### config.mk
export PLATFORM = sky130hd
export DESIGN_NAME = bp_fe_icache_fetch_buffer
export DESIGN_NICKNAME = d
export VERILOG_FILES = /design/src/rtl/bp_fe_icache_fetch_buffer.sv
export SDC_FILE = /design/constraint.sdc
export NUM_CORES = 1
export LEC_CHECK = 0
export ABC_AREA = 1
export BUFFER_PORTS_ARGS = -buffer_cell sky130_fd_sc_hd__buf_2
export CAP_MARGIN = 20
export CORE_MARGIN = 1
export CORE_UTILIZATION = 45
export CTS_CLUSTER_DIAMETER = 120
export DETAILED_ROUTE_END_ITERATION = 12
export GPL_TIMING_DRIVEN = 1
export SLEW_MARGIN = 20
export SYNTH_ARGS = -nofsm -noshare
export SYNTH_HDL_FRONTEND = slang
export SYNTH_SLANG_ARGS = --single-unit
### constraint.sdc
create_clock -name clk_i -period 13.7 [get_ports clk_i]
set_input_delay 0.685 -clock clk_i [delete_from_list [all_inputs] [get_ports clk_i]]
set_output_delay 0.685 -clock clk_i [all_outputs]
set_load 0.1 [all_outputs]
### src/rtl/bp_fe_icache_fetch_buffer.sv
// Fetch request tracker and response FIFO between the FE PC generator and bp_fe_icache.
// Define BP_FE_FETCH_BUF_STATS_EN to build the hit/drop statistics counters.
module bp_fe_icache_fetch_buffer #(
    parameter int vaddr_width_p = 39,
    parameter int instr_width_p = 32,
    parameter int els_p         = 16,
    parameter int inflight_p    = 2
) (
    input  logic                     clk_i,
    input  logic                     reset_n_i,
    input  logic [vaddr_width_p-1:0] fetch_vaddr_i,
    input  logic                     fetch_v_i,
    output logic                     fetch_ready_and_o,
    input  logic                     flush_i,
    output logic [vaddr_width_p-1:0] icache_vaddr_o,
    output logic                     icache_vaddr_v_o,
    input  logic                     icache_ready_i,
    input  logic [instr_width_p-1:0] icache_data_i,
    input  logic                     icache_data_v_i,
    input  logic                     icache_miss_v_i,
    output logic                     resp_v_o,
    output logic [vaddr_width_p-1:0] resp_vaddr_o,
    output logic [instr_width_p-1:0] resp_instr_o,
    output logic                     resp_miss_o,
    input  logic                     resp_yumi_i,
    output logic [31:0]              hit_cnt_o,
    output logic [31:0]              drop_cnt_o
);
    localparam int cnt_w_lp     = $clog2(els_p + 1);
    localparam int ptr_w_lp     = $clog2(els_p);
    localparam int out_w_lp     = $clog2(inflight_p + 1);
    localparam int ifl_ptr_w_lp = (inflight_p > 1) ? $clog2(inflight_p) : 1;

    typedef enum logic [1:0] {RUN, STALL, FLUSH} state_e;
    state_e state_q, state_d;

    logic [out_w_lp-1:0]      outstanding_q, outstanding_d;
    logic [ifl_ptr_w_lp-1:0]  pcq_wptr_q, pcq_wptr_d, pcq_rptr_q, pcq_rptr_d;
    logic [vaddr_width_p-1:0] pcq_mem_q [inflight_p];

    logic [cnt_w_lp-1:0]      count_q, count_d;
    logic [ptr_w_lp-1:0]      wptr_q, wptr_d, rptr_q, rptr_d;
    logic [vaddr_width_p-1:0] fifo_pc_q    [els_p];
    logic [instr_width_p-1:0] fifo_instr_q [els_p];
    logic [els_p-1:0]         fifo_miss_q;

    logic [31:0] occupancy;
    logic        credit_ok, accept, resp_ev, resp_legal, enq, deq;

    // Every accepted request reserves a FIFO slot, so occupancy counts both.
    assign occupancy         = 32'(outstanding_q) + 32'(count_q);
    assign credit_ok         = (occupancy < 32'(els_p)) && (32'(outstanding_q) < 32'(inflight_p));
    assign fetch_ready_and_o = reset_n_i && (state_q == RUN) && !flush_i && icache_ready_i && credit_ok;
    assign accept            = fetch_v_i && fetch_ready_and_o;
    assign icache_vaddr_v_o  = accept;
    assign icache_vaddr_o    = accept ? fetch_vaddr_i : '0;

    assign resp_ev    = icache_data_v_i || icache_miss_v_i;
    assign resp_legal = resp_ev && (outstanding_q != '0);
    assign enq        = resp_legal && (state_q == RUN) && !flush_i;
    assign deq        = resp_yumi_i && resp_v_o && !flush_i;

    assign resp_v_o     = (count_q != '0);
    assign resp_vaddr_o = resp_v_o ? fifo_pc_q[rptr_q]    : '0;
    assign resp_instr_o = resp_v_o ? fifo_instr_q[rptr_q] : '0;
    assign resp_miss_o  = resp_v_o && fifo_miss_q[rptr_q];

    always_comb begin
        pcq_wptr_d    = pcq_wptr_q;
        pcq_rptr_d    = pcq_rptr_q;
        outstanding_d = outstanding_q;
        if (accept) begin
            pcq_wptr_d = (pcq_wptr_q == ifl_ptr_w_lp'(inflight_p - 1)) ? '0
                                                                       : pcq_wptr_q + ifl_ptr_w_lp'(1);
        end
        if (resp_legal) begin
            pcq_rptr_d = (pcq_rptr_q == ifl_ptr_w_lp'(inflight_p - 1)) ? '0
                                                                       : pcq_rptr_q + ifl_ptr_w_lp'(1);
        end
        case ({accept, resp_legal})
            2'b10:   outstanding_d = outstanding_q + out_w_lp'(1);
            2'b01:   outstanding_d = outstanding_q - out_w_lp'(1);
            default: outstanding_d = outstanding_q;
        endcase
    end

    always_comb begin
        wptr_d  = wptr_q;
        rptr_d  = rptr_q;
        count_d = count_q;
        if (flush_i) begin
            wptr_d  = '0;
            rptr_d  = '0;
            count_d = '0;
        end else begin
            if (enq) wptr_d = wptr_q + ptr_w_lp'(1);
            if (deq) rptr_d = rptr_q + ptr_w_lp'(1);
            case ({enq, deq})
                2'b10:   count_d = count_q + cnt_w_lp'(1);
                2'b01:   count_d = count_q - cnt_w_lp'(1);
                default: count_d = count_q;
            endcase
        end
    end

    // Flush wins over a same-cycle miss; a flush with nothing in flight restarts at once.
    always_comb begin
        state_d = state_q;
        if (flush_i) begin
            state_d = (outstanding_q == '0) ? RUN : FLUSH;
        end else begin
            case (state_q)
                RUN:     if (enq && icache_miss_v_i) state_d = STALL;
                STALL:   state_d = STALL;
                FLUSH:   if (outstanding_q == '0) state_d = RUN;
                default: state_d = RUN;
            endcase
        end
    end

    always_ff @(posedge clk_i or negedge reset_n_i) begin
        if (!reset_n_i) begin
            state_q       <= RUN;
            outstanding_q <= '0;
            pcq_wptr_q    <= '0;
            pcq_rptr_q    <= '0;
            count_q       <= '0;
            wptr_q        <= '0;
            rptr_q        <= '0;
        end else begin
            state_q       <= state_d;
            outstanding_q <= outstanding_d;
            pcq_wptr_q    <= pcq_wptr_d;
            pcq_rptr_q    <= pcq_rptr_d;
            count_q       <= count_d;
            wptr_q        <= wptr_d;
            rptr_q        <= rptr_d;
        end
    end

    always_ff @(posedge clk_i) begin
        if (accept) pcq_mem_q[pcq_wptr_q] <= fetch_vaddr_i;
        if (enq) begin
            fifo_pc_q[wptr_q]    <= pcq_mem_q[pcq_rptr_q];
            fifo_instr_q[wptr_q] <= icache_miss_v_i ? '0 : icache_data_i;
            fifo_miss_q[wptr_q]  <= icache_miss_v_i;
        end
    end

`ifdef BP_FE_FETCH_BUF_STATS_EN
    logic [31:0] hit_cnt_q, drop_cnt_q;
    logic        hit_ev, drop_ev;

    assign hit_ev  = enq && icache_data_v_i;
    assign drop_ev = resp_legal && !enq;

    // Statistics survive flushes and saturate rather than wrap.
    always_ff @(posedge clk_i or negedge reset_n_i) begin
        if (!reset_n_i) begin
            hit_cnt_q  <= '0;
            drop_cnt_q <= '0;
        end else begin
            if (hit_ev && (hit_cnt_q != '1))   hit_cnt_q  <= hit_cnt_q + 32'd1;
            if (drop_ev && (drop_cnt_q != '1)) drop_cnt_q <= drop_cnt_q + 32'd1;
        end
    end

    assign hit_cnt_o  = hit_cnt_q;
    assign drop_cnt_o = drop_cnt_q;
`else
    assign hit_cnt_o  = '0;
    assign drop_cnt_o = '0;
`endif

`ifndef SYNTHESIS
    always_ff @(posedge clk_i) begin
        if (reset_n_i && resp_ev)     assert (outstanding_q != '0);
        if (reset_n_i && resp_yumi_i) assert (resp_v_o);
    end
`endif

endmodule
==> results.yml, run 1 <==
power:
  seq_power_share_pct: 38.8
  p_sw_share_pct: 39.4
  peakVddDrop_uv: 293
  p_clk_share_pct: 29.4
  power_frac_comb_pct: 31.8
  p_int_mw: 7.03
  power_density_nw_per_um2: 209
  leakage_nw: 18.3
  p_sw_mw: 4.57
logic_synthesis:
  yosys-top-cells-area: "edfxtp_1 75%, o21ai_0 6.0%, nor2_1 5.1%"
  synth_async_sr_flop_share_pct: 1.52
  yosys_warnings: 0
  synth.avg_cell_area_um2: 13.9
  yosysSeqAreaShare_pct: 75.7
  netlist.top_cell.by_area: "edfxtp_1"
  yosys.area.top_type_share_pct: 74.7
  synthCells: 3555
  synth_most_common_cell: "edfxtp_1"
  synth_edf_count: 1230
  ys_ff_latch: 1249
  synthFlopType: "edfxtp_1"
  synth_area_um2: 49400
  synth_cell_types: 34
  synth_common_cells: "1,230 x edfxtp_1, 669 x nor2_1, 589 x o21ai_0"
sta:
  clock.fmax_ghz: 0.143
  setup_tns_ps: 0
  slew_headroom_pct: 23.9
  min_period_ps: 6980
  finalSetupViolCount: 0
  worstMarginPinSlew_ps: 1140
  report.final.slew_viol_count: 0
  finalCritPeriodShare_pct: 50.9
  rsz0062_at_grt: "no"
  fin_skew_ps: 18.9
  setup_ws_ps: 6720
  hold_viol: 0
global_routing:
  grt_overflow: 0
  grt_pass1_vias: 28400
  grt_pass1_wl_um: 185000
  grt_usage_pct: 22.4
  grt_max_degree: 258
  grt_antenna_before_repair: 2
clock_tree:
  ctsResizeCount: 0
  cts_root_buf: "clkbuf_16"
  clkSlewWorstSetupHoldPaths_ps: 60
  clock-sinks: 1249
  clk_latency_ps: 720
  cts_tree: "yes"
  clock_path_buffers: 3
  htree_levels: 4
  cts_buffers: 131
  postCtsSetupBuffers: 0
worst_setup_path:
  worstPathMaxFanout: 113
  worst_r2r_path_depth: 7
  timing.rr.end: "fifo_instr_q[12][26]"
  crit_chain: "buf_4 -> buf_4 -> buf_4 -> o21ai_0 -> o221ai_1 -> o211ai_1 -> a21oi_1 -> buf_2"
  r2r_slack_ps: 9860
  critPathRequiredTime_ps: 13020
  startpoint_type: "register"
  worst_ep_arrival_time_ps: 6290
  crit_type: "reg2out"
  crit_path_end_kind: "primary output"
  r2r-start: "outstanding_q[0]"
  path_common_cell: "buf_4"
  slowest_stage: "dfrtp_4"
  max_stage_delay_ps: 1020
detailed_routing:
  postRouteAntennaNets: 0
  wirelength_um: 126000
  drt_iter0_markers: 2773
  viasPerCell: 5.78
  wl_per_cell_um: 24.2
  post-route-drc-count: 0
  num_vias: 30000
  drt-pass1-iter-count: 5
layout:
  final_cell_area_um2: 55500
  nets: 3768
  final_core_util_pct: 51.0
  final.fill_count: 9099
  layout-drive-gt1-share_pct: 13.1
  areaGrowthSynthToFinish_pct: 12.3
  insertedDiodeCount: 0
  fin_cells: 5190
job:
  maxCapViolCount: 0
worst_hold_path:
  hp-class: "in2reg"
  hold_depth: 1
  hp-start: "fetch_vaddr_i[31]"
  min_to: "pcq_mem_q[0][31]"
floorplanning:
  placeableCoreArea_um2: 109000
  die-area_um2: 111000
  pin_count: 257
  start_util_pct: 45.4
  die_x_um: 333
  num_rows: 121
  fp.dieH_um: 333
placed_design:
  gp_congestion: 0.752
  portBuffers: 192
  place_inst: 4958
  pre_cts_ws_ps: 7610
  place_hpwl_um: 60600
  place_area_um2: 51400
status:
  status: "complete, no violations"
[worst max-delay path, delay by kind of cell, from the launching register on]
family | cells | cell delay, ps
AO/OA/AOI/OAI | 4 | 1210
buffers and inverters | 4 | 3200
flip-flops | 1 | 1020
[state kept, by name, summed over array words and instances, names as in the netlist, 4 cells and up]
register / cells
rptr_q: 4
fifo_miss_q: 16
wptr_q: 4
count_q: 5
fifo_instr_q: 512
pcq_mem_q: 78
fifo_pc_q: 624
[cell families after synthesis]
family | after synthesis | synth area share [%]
flops | 1249 | 75.7
xor+xnor | 7 | 0.124
compound gates | 1054 | 12.9
other cells | 1 | 0.00759
mux | 39 | 0.889
fa+ha+maj | 9 | 0.228
simple gates | 773 | 6.08
buf+inv | 423 | 4.08
[through the flow]
| step | hold WS [ps] | power [mW] |
|---|---|---|
| 6_report | 165 | 11.6 |
| 5_1_grt | 146 | 12.0 |
| 4_1_cts | 121 | 11.7 |
| 3_5_place_dp | 454 | 8.27 |
| 3_3_place_gp | 437 | 8.25 |
| 2_1_floorplan | 389 | 7.44 |
[layout by cell type, fill, tap and decap left out, drive strengths merged, types with 2 or more instances in the layout]
master,count
o22ai,93
a21oi,79
o221ai,195
o211ai,93
xor2,5
nor2,670
buf,250
clkinv,45
bufinv,9
nand2,38
o21ai,590
dfrtp,19
nand4,3
inv,107
conb,64
edfxtp,1230
ha,9
mux2,39
xnor2,2
nand3,60
clkbuf,169
[metal layers]
| metal | track usage (%) | vias up | part of all wire (%) |
|---|---|---|---|
| met5 | 0 | - | 0 |
| met1 | 31.9 | 15100 | 44 |
| met2 | 35.7 | 1106 | 47 |
| met3 | 3.54 | 172 | 6.6 |
| met4 | 6.71 | 0 | 2.3 |
| li1 | - | 13600 | - |
[area by class of cell]
class                      instances  area, um2  share of cell area (%)
clock buffer                     169       3530                    6.35
clock inverter                    60        567                    1.02
inverter                         101        402                   0.724
multi-input combinational       1946      10400                    18.7
sequential                      1249      37400                    67.4
tap                             1414       1770                    3.19
timing repair buffer             251       1450                    2.61
[power groups by stage]
stage	clock (mW)	sequential, mW	combinational [mW]
final	3.41	4.50	3.69
after detailed placement	0	4.58	3.69
after global placement	0	4.58	3.67
after global routing	3.60	4.51	3.91
after CTS	3.46	4.50	3.70
after floorplan	0	4.52	2.92
[repair_timing]
item	in CTS	in global routing
hold buffers	1	0
hold endpoints to repair	19	0
endpoints found under the setup margin	0	0
[worst max-delay path by stage]
stage | start | endpoint | slack [ps] | depth (start not counted)
after global routing | rptr_q[0] | resp_vaddr_o[22] | 6330 | 8
after detailed placement | rptr_q[0] | resp_vaddr_o[22] | 7610 | 8
final | rptr_q[0] | resp_vaddr_o[22] | 6720 | 8
after floorplan | icache_miss_v_i | fifo_instr_q[0][0] | 8780 | 7
after CTS | rptr_q[0] | resp_vaddr_o[22] | 6840 | 8
after global placement | rptr_q[0] | resp_vaddr_o[22] | 7660 | 8
Power figures use the tool's default switching activity.
==> run 2: changes to the inputs <==
--- a/config.mk
+++ b/config.mk
@@ -5,7 +5,7 @@
 export SDC_FILE = /design/constraint.sdc
 export NUM_CORES = 1
 export LEC_CHECK = 0
-export ABC_AREA = 1
+export ABC_AREA = 0
 export BUFFER_PORTS_ARGS = -buffer_cell sky130_fd_sc_hd__buf_2
 export CAP_MARGIN = 20
 export CORE_MARGIN = 1
==> constraint.sdc (replaced) <==
create_clock -name clk_i -period 6.95 [get_ports clk_i]
set_input_delay 0.3475 -clock clk_i [delete_from_list [all_inputs] [get_ports clk_i]]
set_output_delay 0.3475 -clock clk_i [all_outputs]
set_load 0.1 [all_outputs]
==> run 2 against run 1 <==
Synthesized cell count decreased by 42%; clock-buffer cell count decreased by 8; combinational power increased by 75%; die area decreased by 1.7%; routed wire length decreased by 12%; global-route usage decreased by 1.6 points; register-to-register slack got worse by 6400 ps; clock skew increased by 15 ps; flip-flop and latch count unchanged; via count decreased by 26%; largest cell class unchanged; highest routed layer is now met5.
==> results.yml, run 2 <==
placed_design:
  portBuffers: 192
  gp_congestion: 0.722
  place_hpwl_um: 55000
  place_inst: 3609
floorplanning:
  placeableCoreArea_um2: 107000
  fp.dieH_um: 331
  die_x_um: 331
  pin_count: 257
  die-area_um2: 109000
  start_util_pct: 45.4
  num_rows: 120
global_routing:
  grt_pass1_vias: 23300
  grt_overflow: 0
  met1_usage_pct: 29.1
  grt_usage_pct: 20.8
  grt_pass1_wl_um: 161000
  use_met2_pct: 34.1
  use_met3_pct: 3.31
  grt_max_degree: 137
  busiest_layer: "met2"
  grt_antenna_before_repair: 5
logic_synthesis:
  yosys-top-cells-area: "edfxtp_1 76%, mux4_2 17%, buf_4 1.0%"
  synthFlopType: "edfxtp_1"
  synth_area_um2: 48600
  netlist.top_cell.by_area: "edfxtp_1"
  yosys.area.top_type_share_pct: 76.1
  yosys_warnings: 0
  synth_edf_count: 1230
  synthCells: 2077
  yosysSeqAreaShare_pct: 77.0
  synth_async_sr_flop_share_pct: 1.52
  synth_cell_types: 41
  ys_ff_latch: 1249
  synth_most_common_cell: "edfxtp_1"
  synth.avg_cell_area_um2: 23.4
  synth_common_cells: "1,230 x edfxtp_1, 360 x mux4_2, 74 x and2_1"
worst_setup_path:
  startpoint_type: "register"
  worstSetupEndpoint: "resp_vaddr_o[18]"
  slowest_stage: "dfrtp_4"
  startpoint: "rptr_q[0]"
  r2r-start: "outstanding_q[0]"
  cpLargestDelayFamily: "multiplexers"
  critPathRequiredTime_ps: 6600
  worst_r2r_path_depth: 6
  crit_type: "reg2out"
  r2r_slack_ps: 3410
  crit_chain: "buf_12 -> mux4_2 -> mux4_2 -> and2_1 -> buf_2"
  worstPathMaxFanout: 95
  max_stage_delay_ps: 940
  timing.rr.end: "fifo_pc_q[10][25]"
  crit_buf_inv: 2
  path_common_cell: "mux4_2"
  worstSetupPathDepth: 5
  crit_path_end_kind: "primary output"
  worst_ep_arrival_time_ps: 4090
worst_hold_path:
  hp-class: "in2reg"
  hp-start: "icache_miss_v_i"
job:
  maxCapViolCount: 0
detailed_routing:
  num_vias: 22200
  wl_per_cell_um: 28.4
  drt_iter0_markers: 2158
  viasPerCell: 5.69
  drt-pass1-iter-count: 7
  wirelength_um: 111000
  post-route-drc-count: 0
  postRouteAntennaNets: 0
sta:
  rsz0062_at_grt: "no"
  hold_viol: 0
  report.final.slew_viol_count: 0
  setup_tns_ps: 0
  slew_headroom_pct: 26.9
  finalCritPeriodShare_pct: 63.8
  worstMarginPinSlew_ps: 1100
  fin_skew_ps: 33.7
  clock.fmax_ghz: 0.226
  finalSetupViolCount: 0
  min_period_ps: 4430
power:
  fin_total_pwr_mw: 22.0
  power_density_nw_per_um2: 395
  leakage_nw: 17.7
  peakVddDrop_uv: 338
layout:
  top_regs: "fifo_pc_q: 624 flops, fifo_instr_q: 512 flops, pcq_mem_q: 78 flops"
  layout-drive-gt1-share_pct: 34.1
  regMostFlops: "fifo_pc_q"
  layout_commonest_cell: "edfxtp_1"
  final_cell_mix: "1,230 x edfxtp_1, 360 x mux4_2, 192 x buf_2"
  nets: 2471
  fin_cells: 3895
  largest_register_ffs: 624
  areaGrowthSynthToFinish_pct: 14.6
clock_tree:
  ctsResizeCount: 0
  cts_root_buf: "clkbuf_16"
  htree_levels: 4
  cts_buffers: 130
  postCtsSetupBuffers: 0
  clock-sinks: 1249
  clk_latency_ps: 740
  cts_tree: "yes"
  hold_buffers: 44
  clock_path_buffers: 3
  clkSlewWorstSetupHoldPaths_ps: 60
status:
  status: "complete, no violations"
run 2: cells by family after synthesis:
group	Yosys count	synth area share (%)
AND/OR/NAND/NOR	215	2.56
XOR/XNOR	13	0.234
flip-flops	1249	77.0
multiplexers	400	17.6
buffers and inverters	175	2.08
AO/OA/AOI/OAI	15	0.222
adder cells (fa/ha/maj)	9	0.232
other	1	0.00772
run 2: how the worst min path moves through the flow:
stage / end / slack (ps) / cells after the start
final: state_q[0] / 60 / 3
after global routing: state_q[0] / 60 / 3
after CTS: state_q[0] / 30 / 3
after detailed placement: rptr_q[1] / 350 / 1
after global placement: rptr_q[0] / 330 / 1
after floorplan: count_q[0] / 50 / 0
run 2: tightest hold or removal path: cells and delay by family:
kind                   cells  cell delay [ps]
buffers and inverters      1              170
AND/OR/NAND/NOR            1               60
AO/OA/AOI/OAI              1              160
run 2: where the power goes:
| part | internal, mW | total, mW | leakage, nW | switching, mW |
|---|---|---|---|---|
| clock | 3.78 | 6.68 | 2.01 | 2.91 |
| sequential | 8.73 | 8.88 | 11.4 | 0.152 |
| combinational | 1.88 | 6.44 | 4.35 | 4.57 |
run 2: final cells by class:
cell class                 count  area, um2
sequential                  1249      37400
fill                        8271      51400
inverter                       4       15.0
multi-input combinational    716      10500
clock buffer                 161       3390
clock inverter                78        706
timing repair buffer         282       1840
tap                         1403       1760
antenna                        2       5.00
run 2: metrics by stage:
step	utilization [%]	area (um2)	hold slack [ps]	worst slack (ps)
2_1_floorplan	-	48800	51.9	245
3_3_place_gp	47.7	51100	335	3220
3_5_place_dp	47.7	51100	347	3210
4_1_cts	51.9	55600	34.6	2410
5_1_grt	52.0	55600	59.5	2290
6_report	52.0	55700	59.9	2520
run 2: metal layers:
| metal | vias to the layer above | part of all wire, % |
|---|---|---|
| met5 | - | 0.024 |
| met1 | 12000 | 43 |
| met4 | 4 | 1.9 |
| met3 | 151 | 5.8 |
| met2 | 731 | 50 |
| li1 | 9240 | - |
==> run 3: changes to the inputs <==
--- a/config.mk
+++ b/config.mk
@@ -5,7 +5,7 @@
 export SDC_FILE = /design/constraint.sdc
 export NUM_CORES = 1
 export LEC_CHECK = 0
-export ABC_AREA = 0
+export ABC_AREA = 1
 export BUFFER_PORTS_ARGS = -buffer_cell sky130_fd_sc_hd__buf_2
 export CAP_MARGIN = 20
 export CORE_MARGIN = 1
==> constraint.sdc (replaced) <==
create_clock -name clk_i -period 3.95 [get_ports clk_i]
set_input_delay 0.1975 -clock clk_i [delete_from_list [all_inputs] [get_ports clk_i]]
set_output_delay 0.1975 -clock clk_i [all_outputs]
set_load 0.1 [all_outputs]
==> run 3 against run 2 <==
Sequential power is 75% higher; clock-buffer cell count is 17 higher; critical path depth is 2 higher; power is 90% higher; clock power is 74% higher; clock skew is 8.7 ps lower; critical path type unchanged; critical endpoint is now resp_vaddr_o[26]; largest power group unchanged.
==> results.yml, run 3 (synthesized netlist as in run 1, its figures left out) <==
placed_design:
  gp_congestion: 0.758
  pre_cts_ws_ps: 941
  place_inst: 4985
  portBuffers: 192
  place_hpwl_um: 62200
layout:
  fin_cells: 5282
  largest_register_ffs: 624
  final_core_util_pct: 52.7
  nets: 3851
  final_cell_mix: "1,230 x edfxtp_1, 651 x nor2_1, 589 x o21ai_0"
  areaGrowthSynthToFinish_pct: 16.0
  final.fill_count: 8905
  insertedDiodeCount: 0
  layout_commonest_cell: "edfxtp_1"
  regMostFlops: "fifo_pc_q"
  top_regs: "fifo_pc_q: 624 flops, fifo_instr_q: 512 flops, pcq_mem_q: 78 flops"
  layout-drive-gt1-share_pct: 13.4
detailed_routing:
  wl_per_cell_um: 24.0
  viasPerCell: 5.77
  post-route-drc-count: 0
  postRouteAntennaNets: 0
  num_vias: 30500
  drt_iter0_markers: 2924
  drt-pass1-iter-count: 5
  wirelength_um: 127000
worst_setup_path:
  startpoint_type: "register"
  worst_r2r_path_depth: 7
  r2r_slack_ps: 1020
  worstPathMaxFanout: 57
  r2r-start: "outstanding_q[0]"
  crit_path_end_kind: "primary output"
  crit_type: "reg2out"
  timing.rr.end: "fifo_pc_q[8][13]"
  critPathRequiredTime_ps: 3750
  worst_ep_arrival_time_ps: 3620
floorplanning:
  start_util_pct: 45.4
  num_rows: 121
  placeableCoreArea_um2: 109000
  fp.dieH_um: 333
  die-area_um2: 111000
  pin_count: 257
  die_x_um: 333
worst_hold_path:
  hp-class: "in2reg"
  hp-start: "icache_data_i[26]"
  hold_depth: 3
  min_to: "fifo_instr_q[11][26]"
power:
  peakVddDrop_uv: 732
  leakage_nw: 18.9
  power_density_nw_per_um2: 729
global_routing:
  grt_max_degree: 247
  grt_usage_pct: 22.7
  grt_pass1_wl_um: 187000
  grt_antenna_before_repair: 0
  grt_overflow: 0
  grt_pass1_vias: 29400
sta:
  finalSetupViolCount: 0
  clock.fmax_ghz: 0.262
  worstMarginPinSlew_ps: 1120
  min_period_ps: 3810
  finalCritPeriodShare_pct: 96.6
  slew_headroom_pct: 25.3
  report.final.slew_viol_count: 0
  hold_viol: 0
  fin_skew_ps: 25.0
  rsz0062_at_grt: "no"
  setup_ws_ps: 135
clock_tree:
  clkSlewWorstSetupHoldPaths_ps: 60
  postCtsSetupBuffers: 0
  clock-sinks: 1249
  clk_latency_ps: 750
  clock_path_buffers: 3
  htree_levels: 4
  cts_buffers: 133
  cts_root_buf: "clkbuf_16"
  ctsResizeCount: 0
  cts_tree: "yes"
job:
  maxCapViolCount: 0
status:
  status: "complete, no violations"
==> run 3: stage by stage <==
stage	hold WS, ps	total power, mW	area [um2]	TNS (ps)
after detailed placement	208	30.5	52700	0
after CTS	2.94	42.0	57300	0
final	19.4	41.8	57300	0
after floorplan	-98.1	25.8	49700	-710640
after global routing	50.4	43.3	57300	0
after global placement	208	30.4	52700	0
==> run 3: repair_timing <==
| item | in CTS | in global routing |
|---|---|---|
| endpoints found under the hold margin | 286 | 0 |
| hold buffers | 57 | 0 |
| endpoints found under the setup margin | 0 | 0 |
==> run 3: worst max path at each step <==
| stage | start | endpoint | slack (ps) | depth (start not counted) |
|---|---|---|---|---|
| 2_1_floorplan | outstanding_q[0] | fifo_instr_q[0][0] | -590 | 6 |
| 3_3_place_gp | icache_miss_v_i | fifo_pc_q[8][19] | 980 | 8 |
| 3_5_place_dp | icache_miss_v_i | fifo_pc_q[8][19] | 940 | 8 |
| 4_1_cts | rptr_q[0] | resp_vaddr_o[26] | 180 | 7 |
| 5_1_grt | rptr_q[0] | resp_vaddr_o[26] | 0.2 | 7 |
| 6_report | rptr_q[0] | resp_vaddr_o[26] | 140 | 7 |
==> run 3: routing by layer <==
metal / wire (um) / up-vias / track usage, %
li1: - / 13800 / -
met1: 55700 / 15300 / 32.3
met2: 59000 / 1199 / 35.4
met3: 8560 / 210 / 3.70
met4: 3610 / 0 / 8.05
met5: 0 / - / 0
==> run 3: cell type report <==
| type | instances | area (um2) | area share [%] |
|---|---|---|---|
| flip-flops and latches | 1249 | 37400 | 65.3 |
| multi-input cells | 1946 | 10400 | 18.1 |
| clock buffers | 178 | 3560 | 6.21 |
| repair buffers | 332 | 3330 | 5.81 |
| well taps | 1414 | 1770 | 3.09 |
| clock inverters | 62 | 467 | 0.814 |
| inverters | 101 | 402 | 0.701 |
==> run 3: worst max-delay path: stages (launching register included) <==
cell      delay [ps]
dfrtp_4          530
buf_4            540
buf_4            530
nor2_1           110
o22ai_1          170
o211ai_1         130
a21oi_1          570
buf_12           260
==> run 3: power breakdown <==
part | switching, mW | total, mW | internal, mW
Sequential | 0.223 | 15.5 | 15.3
Clock | 4.99 | 11.6 | 6.61
Combinational | 11.0 | 14.7 | 3.67
Total | 16.2 | 41.8 | 25.6
